**src/rtl/seg7_scan_driver.sv**
```systemverilog
// Time-multiplexed scan driver for an N-digit 7-segment display fed through a 3-bit code decoder.
// Double-buffered digit codes commit only at frame boundaries so a frame is never torn.
module seg7_scan_driver #(
   parameter int unsigned N_DIGITS = 4,
   parameter int unsigned TICK_DIV = 1000
) (
   input  logic                    clk,
   input  logic                    rst,
   input  logic                    en,
   input  logic                    load,
   input  logic [3*N_DIGITS-1:0]   digits_in,
   input  logic [N_DIGITS-1:0]     blank_mask,
   output logic [2:0]              ABC,
   output logic [N_DIGITS-1:0]     an,
   output logic                    frame_done
);

   localparam int unsigned IW = $clog2(N_DIGITS);
   localparam int unsigned PW = $clog2(TICK_DIV);

   localparam logic [1:0] OFF  = 2'd0;
   localparam logic [1:0] SHOW = 2'd1;
   localparam logic [1:0] GAP  = 2'd2;

   localparam logic [PW-1:0] PRESC_MAX = PW'(TICK_DIV - 1);
   localparam logic [IW-1:0] IDX_MAX   = IW'(N_DIGITS - 1);

   logic [1:0]              state_q, state_d;
   logic [PW-1:0]           presc_q, presc_d;
   logic [IW-1:0]           idx_q, idx_d;
   logic [3*N_DIGITS-1:0]   staging_q, staging_d;
   logic [3*N_DIGITS-1:0]   active_q, active_d;
   logic                    pending_q, pending_d;
   logic [2:0]              abc_q, abc_d;
   logic [N_DIGITS-1:0]     an_q, an_d;
   logic                    fd_q, fd_d;

   logic running, tick, last_slot, commit, lit;

   always_comb begin
      running   = en && (state_q != OFF);
      tick      = running && (presc_q == PRESC_MAX);
      last_slot = tick && (idx_q == IDX_MAX);
      commit    = last_slot && pending_q;

      state_d = state_q;
      if (!en) begin
         state_d = OFF;
      end else begin
         case (state_q)
            OFF:     state_d = SHOW;
            SHOW:    if (tick) state_d = GAP;
            GAP:     state_d = SHOW;
            default: state_d = OFF;
         endcase
      end

      presc_d = presc_q;
      if (running) presc_d = tick ? '0 : presc_q + 1'b1;

      idx_d = idx_q;
      if (tick) idx_d = (idx_q == IDX_MAX) ? '0 : idx_q + 1'b1;

      // A load on the commit edge still stages behind the value being committed.
      staging_d = load ? digits_in : staging_q;
      active_d  = commit ? staging_q : active_q;
      pending_d = load | (pending_q & ~commit);

      // en is included so the digit goes dark on the same edge the FSM enters OFF.
      lit   = en && (state_q == SHOW) && !blank_mask[idx_q];
      an_d  = lit ? (N_DIGITS'(1) << idx_q) : '0;
      abc_d = lit ? active_q[3*idx_q +: 3] : 3'b000;
      fd_d  = last_slot;
   end

   always_ff @(posedge clk) begin
      if (rst) begin
         state_q   <= OFF;
         presc_q   <= '0;
         idx_q     <= '0;
         staging_q <= '0;
         active_q  <= '0;
         pending_q <= 1'b0;
         abc_q     <= 3'b000;
         an_q      <= '0;
         fd_q      <= 1'b0;
      end else begin
         state_q   <= state_d;
         presc_q   <= presc_d;
         idx_q     <= idx_d;
         staging_q <= staging_d;
         active_q  <= active_d;
         pending_q <= pending_d;
         abc_q     <= abc_d;
         an_q      <= an_d;
         fd_q      <= fd_d;
      end
   end

   assign ABC        = abc_q;
   assign an         = an_q;
   assign frame_done = fd_q;

endmodule

```
**config.mk**
```make
export PLATFORM = sky130hd
export DESIGN_NAME = seg7_scan_driver
export DESIGN_NICKNAME = d
export VERILOG_FILES = /design/src/rtl/seg7_scan_driver.sv
export SDC_FILE = /design/constraint.sdc
export NUM_CORES = 1
export LEC_CHECK = 0
export CORE_MARGIN = 1
export CORE_UTILIZATION = 43
export CTS_CLUSTER_SIZE = 40
export DETAILED_ROUTE_END_ITERATION = 12
export GPL_ROUTABILITY_DRIVEN = 0
export PLACE_DENSITY = 0.71
export SYNTH_ARGS = -nofsm -noshare
export SYNTH_HDL_FRONTEND = slang
export SYNTH_SLANG_ARGS = --single-unit
export TNS_END_PERCENT = 1
```
**constraint.sdc**
```tcl
create_clock -name clk -period 1.7 [get_ports clk]
set_clock_uncertainty 0.1 [all_clocks]
set_input_delay 0.425 -clock clk [delete_from_list [all_inputs] [get_ports clk]]
set_output_delay 0.425 -clock clk [all_outputs]
set_load 0.02 [all_outputs]
```
## After elaboration in Yosys (flattened, before gate mapping)

Cells that the tools add are included.

- $add $sub $neg: 2
- Multiply operators: 1
- $lt $le $gt $ge: 1
- Eq/ne operators: 5
- Shift operators: 2
- Muxes and demuxes: 6
- Bitwise operators: 5
- Reductions and logical operators: 12

Operators by type and width:

| kind | count |
|---|---|
| $shiftx A12 B5 Y3 | 1 |
| $add A10 B1 Y10 const B | 1 |
| $eq A10 B10 Y1 const B | 1 |
| $mux W10 | 1 |
| $logic_and A1 B1 Y1 | 6 |
| $reduce_or A2 Y1 | 3 |
| $eq A2 B2 Y1 const B | 2 |
| $mul A2 B2 Y4 const A | 1 |
| $mux W2 | 2 |
| $pmux W2 S2 | 1 |
| $shl A1 B2 Y4 const A | 1 |
| $lt A2 B3 Y1 const B | 1 |
| $not A1 Y1 | 3 |
| $add A2 B1 Y2 const B | 1 |
| $bmux W1 S2 | 1 |
| $eq A2 B1 Y1 const B | 1 |
| $logic_not A2 Y1 | 1 |
| $ne A2 B2 Y1 const B | 1 |
| $reduce_bool A2 Y1 | 1 |
| $and A1 B1 Y1 | 1 |
| $logic_not A1 Y1 | 1 |
| $mux W1 | 1 |
| $or A1 B1 Y1 | 1 |

- Register bits: 47
- Input port bits: 20
- Output and inout port bits: 8
- Logic and storage cells: 43

## Depth between registers and ports, before layout

Gate-level depths: netlist of run 1.

- Depth after elaboration: 8
- Depth in mapped cells: 5
- Depth with buffers taken out: 4

## Least setup slack after synthesis of run 1

Ideal clock, no wire load.

- Path type: flip-flop to flip-flop
- Start point: reg presc_q[0]
- End point: reg active_q[10]
- Library setup time: 72 ps
- Arrival: 1529 ps
- Data required time: 1528 ps
- Path slack: -1 ps
- Stages on the path, launching flop included: 6
- Path buffers: 1
- Clock period less this slack: 1701 ps
- Cell sequence: dfxtp_1 ha_1 o2111ai_4 nor4_4 buf_6 mux2i_1

- Longest elaborated chain between the ends: 4

RTL lines:

| what | RTL line | text |
|---|---|---|
| start, declared | 29 | `logic [PW-1:0] presc_q, presc_d;` |
| start signal, assigned | 89 | `presc_q <= presc_d;` |
| $eq A10 B10 Y1 | 42 | `tick = running && (presc_q == PRESC_MAX);` |
| $logic_and A1 B1 Y1 | 42 |  |
| $logic_and A1 B1 Y1 | 43 | `last_slot = tick && (idx_q == IDX_MAX);` |
| $logic_and A1 B1 Y1 | 44 | `commit = last_slot && pending_q;` |
| end signal, assigned | 92 | `active_q <= active_d;` |
| end, declared | 32 | `logic [3*N_DIGITS-1:0] active_q, active_d;` |

No other way between the ends.
A chain may end at the register's enable or synchronous reset.

## Final worst setup path of run 1

- Start point: in rst
- End point: reg an_q[3] (netlist: an[3])

- Longest elaborated chain between the ends: 1

RTL lines:

| what | RTL line | text |
|---|---|---|
| start, declared | 8 | `input logic rst,` |
| $reduce_or A2 Y1 (no source line) | -- |  |
| end signal, assigned | 95 | `an_q <= an_d;` |
| end, declared | 35 | `logic [N_DIGITS-1:0] an_q, an_d;` |

No other way between the ends.

==> results of run 1 <==
layout make-up:
type                            instances  area, sq um
Clock buffer                            5         68.8
Clock inverter                          3         22.5
Fill cell                             403         1800
Inverter                                9         33.8
Multi-Input combinational cell        141         1030
Sequential cell                        47          942
Tap cell                               52         65.1
Timing Repair Buffer                   53          479
routing by layer:
metal,up-vias,share of wire,routed length (um),GRT usage
li1,852,-,-,-
met2,24,0.49,2070,0.317
met5,-,0,0,0
met3,9,0.030,127,0.0505
met1,749,0.46,1920,0.233
met4,0,0.020,85,0.0839
synth_stat cells, types with 3 or more instances:
cell type and instances:
mux2i_1 24, o21ai_0 4, dfxtp_1 47, a211oi_1 3
inv_1 8, o31ai_1 7, nand4_1 3, nor3b_1 3
clkbuf_1 5, or3b_2 3, a21oi_1 10, nand3_1 3
nand2_1 29, a221o_1 3, or4_1 3, nor2_1 15
nand3b_1 3
path summary, 6_finish.rpt:
check | to | slack (ns)
setup / recovery | an[3] | 0.09
hold / removal | active_q[9] | 0.36
setup reg to reg | pending_q | 0.09
hold reg to reg | active_q[9] | 0.36
worst max-delay path: stages:
cell and delay (ns):
clkdlybuf4s50_1 0.45, nand4bb_2 0.36, buf_4 0.23, nor4_1 0.25
kinds of logic after synthesis:
logic type	after synthesis	share of synthesized area
simple gates	77	0.219
xor+xnor	1	0.00434
mux	24	0.119
fa+ha+maj	2	0.0124
buf+inv	18	0.0384
flops	47	0.466
compound gates	37	0.140
stage by stage:
stage,power (mW),std cells
4_1_cts,1.99,310
2_1_floorplan,1.22,206
3_3_place_gp,1.31,300
6_report,1.98,310
5_1_grt,2.05,310
3_5_place_dp,1.31,300
power by group through the flow:
stage | logic [mW] | registers (mW) | clock network [mW]
floorplan | 0.0621 | 1.16 | 0
global placement | 0.147 | 1.16 | 0
detailed placement | 0.150 | 1.16 | 0
CTS | 0.149 | 1.13 | 0.707
global route | 0.163 | 1.14 | 0.752
finish | 0.149 | 1.13 | 0.691
flip-flops by register name, indices dropped and copies added (netlist names):
| register | flops |
|---|---|
| ABC | 3 |
| active_q | 12 |
| an | 4 |
| frame_done | 1 |
| idx_q | 2 |
| pending_q | 1 |
| presc_q | 10 |
| staging_q | 12 |
| state_q | 2 |
timing repair:
| item | in CTS | in global routing |
|---|---|---|
| cloned | 0 | 0 |
| pin swaps | 1 | 0 |
| endpoints found under the setup margin | 34 | 9 |
| gates resized for setup | 9 | 7 |
| setup buffers | 2 | 0 |
==> reports/metrics.yaml, run 1 <==
status: "finished clean"
yosys.area.top_type: "dfxtp_1"
cts.path.max_buffers: 2
worst_hold_path_type: "flip-flop to flip-flop"
critPathMaxFanout: 6
syn_inst: 206
grt_pass1_vias: 1575
dpl.hpwl_um: 3120
synth_edf_count: 0
cts_root_buf: "clkbuf_8"
cts_sinks: 47
ioPinCount: 28
viasPerCell: 5.27
drive_gt1_frac: 0.198
row_count: 24
p_sw_mw: 0.474
ant_nets: 0
async_flop_share: 0
power_density_mw_per_mm2: 747
detailedPlace.worstSlack_ns: -0.515
setup_tns_ns: 0
clkPwrFrac: 0.350
total_leakage_power_nw: 1.02
antenna_found_initial: 0
arrival_ns: 1.70
maxCapViolations: 0
end_kind: "flip-flop"
netlist_area_sq_mm: 0.00202
fin_nets: 279
required_ns: 1.79
timing.rr.start: "presc_q[1]"
hold_depth: 2
dieHeight_um: 70.5
grt_use_total: 0.191
numCtsBuffers: 5
ys_warn_count: 0
insertion_delay_ns: 0.31
via_count: 1634
setup_viol: 0
p_int_mw: 1.50
core_sq_mm: 0.00444
rsz0062_at_grt: "false"
grt-ovfl-total: 0
syn_avg_cell_area_sq_um: 9.80
reg2regPathDepth: 5
stdcell_area_sq_mm: 0.00264
fin_crit_sh: 0.950
yosys_most_used_dff: "dfxtp_1"
synth-seq-cells: 47
cts_tree: "done"
port_buffers: 27
swShare: 0.240
post-route-util: 0.595
hold_viol_final: 0
worst_pin_slew_ns: 0.343
final_common_cell: "dfxtp_1"
start_kind: "input port"
wl_per_cell_um: 13.6
seqPwrFrac: 0.574
synth_top_area_frac: 0.466
drt_iter0_drc: 89
wl_um: 4200
holdWs_ns: 0.360
clkTransAtPathRegs_ns: 0.09
num_antenna_cells: 0
fp.dieW_um: 70.5
start_util: 0.454
synth_area_leaders: "dfxtp_1 (47%), mux2i_1 (12%), nand2_1 (5.4%)"
post_dp_cell_area_sq_mm: 0.00251
cts_hold_buf: 0
grt_max_degree: 18
area_growth_pct: 31.0
ir_drop_v: 0.000445
first_pass_iters: 4
slew_viol_final: 0
htreeDepth: 2
crit_path_start: "rst"
drc: 0
yosysSeqAreaShare: 0.466
max_freq_mhz: 620
setup_slack_ns: 0.0858
synth_cell_types: 43
grt_pass1_wl_um: 7310
slew-limit-headroom: 0.770
synth_nets: 228
layout_common_cells: "dfxtp_1 (46), nand2_1 (29), mux2i_1 (24), buf_4 (24), clkdlybuf4s50_1 (18)"
path_class: "input port to flip-flop"
final.min_clock_period_ns: 1.61
power_frac_comb: 0.076
die-area_sq_mm: 0.00497
hp-start: "staging_q[9]"
Power figures use the tool's default switching activity.
==> inputs of run 2 (changes only) <==
CORE_MARGIN = not set   (was 1)
==> results of run 2 <==
The final DEF is identical to that of run 1; final timing and power are the same.
==> variant, RTL diff (settings of run 2) <==
Set the parameter `N_DIGITS` to 2 (it was 4).
--- a/src/rtl/seg7_scan_driver.sv
+++ b/src/rtl/seg7_scan_driver.sv
@@ -1,7 +1,7 @@
 // Time-multiplexed scan driver for an N-digit 7-segment display fed through a 3-bit code decoder.
 // Double-buffered digit codes commit only at frame boundaries so a frame is never torn.
 module seg7_scan_driver #(
-   parameter int unsigned N_DIGITS = 4,
+   parameter int unsigned N_DIGITS = 2,
    parameter int unsigned TICK_DIV = 1000
 ) (
    input  logic                    clk,
Ports: changed (resized an, blank_mask and digits_in); port bits go from 28 to 18. The function was not compared with the original's and may differ.
==> variant against run 2 <==
The flow now finishes with violations (design-rule violations). Total power shrank 27%. Sequential cell count shrank 15. Cell area shrank 35%. Combinational power shrank 35%. Setup slack gained 0.028 ns. Synthesized cell count shrank 34%. Critical path type is now reg -> reg. Area after synthesis shrank 36%. Critical path depth is the same. Sequential power shrank 31%. Sequential share of layout area grew 1.8 points. Critical endpoint is now presc_q[8]. Wire length shrank 31%.
==> variant: results (changes against run 2) <==
[pwr]
comb_power_mw = 0.0975  ; was 0.149 mW
p_leak_nw = 0.686  ; was 1.02 nW
power_mw = 1.43  ; was 1.98 mW

[yosys]
ys_ff_latch = 32  ; was 47
syn_nets = 148  ; was 228
ys_top_cells_by_count = dfxtp_1, nand2_1, mux2i_1  ; unchanged
yosysSeqAreaShare_pct = 49.7  ; was 46.6%

[cells_and_area]
buffers_excl_clock = 38  ; was 53
multi_input_area_um2 = 614  ; was 1030 um2
area_growth_pct = 33.2  ; was 31.0%
buf_share_pct = 19.0  ; was 18.1%
nets = 187  ; was 279
drive_above_1_share_pct = 19.4  ; was 19.8%
clkbuf_count = 6  ; was 5
seq_area_share_pct = 37.4  ; was 35.6%
nFillCells = 244  ; was 403

[place]
dp_slack_ns = -0.364  ; was -0.515 ns
port_buffers = 17  ; was 27
placed_cells = 198  ; was 300
hpwlAfterDp_um = 2080  ; was 3120 um

[critical_path]
start_kind = flop  ; was input pin
timing.rr.start = presc_q[0]  ; was presc_q[1]
cp_slowest_cell = or4_1  ; was clkdlybuf4s50_1
slowest_delay_ns = 0.51  ; was 0.45 ns
cpLargestDelayFamily = simple AND/OR/NAND/NOR gates  ; was buffers and inverters
cp_data_arrival_time_ns = 1.75  ; was 1.70 ns

[global_routing]
grtUsageMet2_pct = 32.8  ; was 31.7%
use_met3_pct = 6.91  ; was 5.05%

[drt]
vias = 1144  ; was 1634
avgViaCountPerCell = 5.55  ; was 5.27
wire_per_inst_um = 14.2  ; was 13.6 um
drc = 2  ; was 0
wl_met2_um = 1320  ; was 2070 um
wl_met1_um = 1350  ; was 1920 um
wl_met3_um = 178  ; was 127 um

[timing]
slew_headroom_pct = 74.0  ; was 77.0%

[clocking]
clk_latency_ns = 0.33  ; was 0.31 ns

[hold_path]
hold_end = active_q[3]  ; was active_q[9]

[status]
status = complete, but fails checks  ; was completed
violations = design-rule violations

[floorplanning]
dieArea_um2 = 3220  ; was 4970 um2

[variant: cell families (layout without fill, tap and decap cells)]
| kind of cell | Yosys count | in the layout | share of synthesized area (%) |
|---|---|---|---|
| multiplexers | 13 | 13 | 10.2 |
| buffers and inverters | 11 | 51 | 3.30 |
| XOR/XNOR | 1 | 1 | 0.680 |
| AO/OA/AOI/OAI | 26 | 26 | 13.3 |
| adder cells (fa/ha/maj) | 1 | 1 | 0.971 |
| flip-flops | 32 | 32 | 49.7 |
| AND/OR/NAND/NOR | 51 | 51 | 21.8 |
[variant: worst register-to-register path, delay by kind of cell, from the launching register on]
kind	cells	cell delay, ns
simple gates	1	0.51
flops	1	0.35
compound gates	2	0.35
fa+ha+maj	1	0.22
[variant: what timing repair did]
item / 4_1_cts / 5_1_grt
setup buffers: 0 / 0
setup endpoints to repair: 8 / 10
resized for setup: 7 / 4
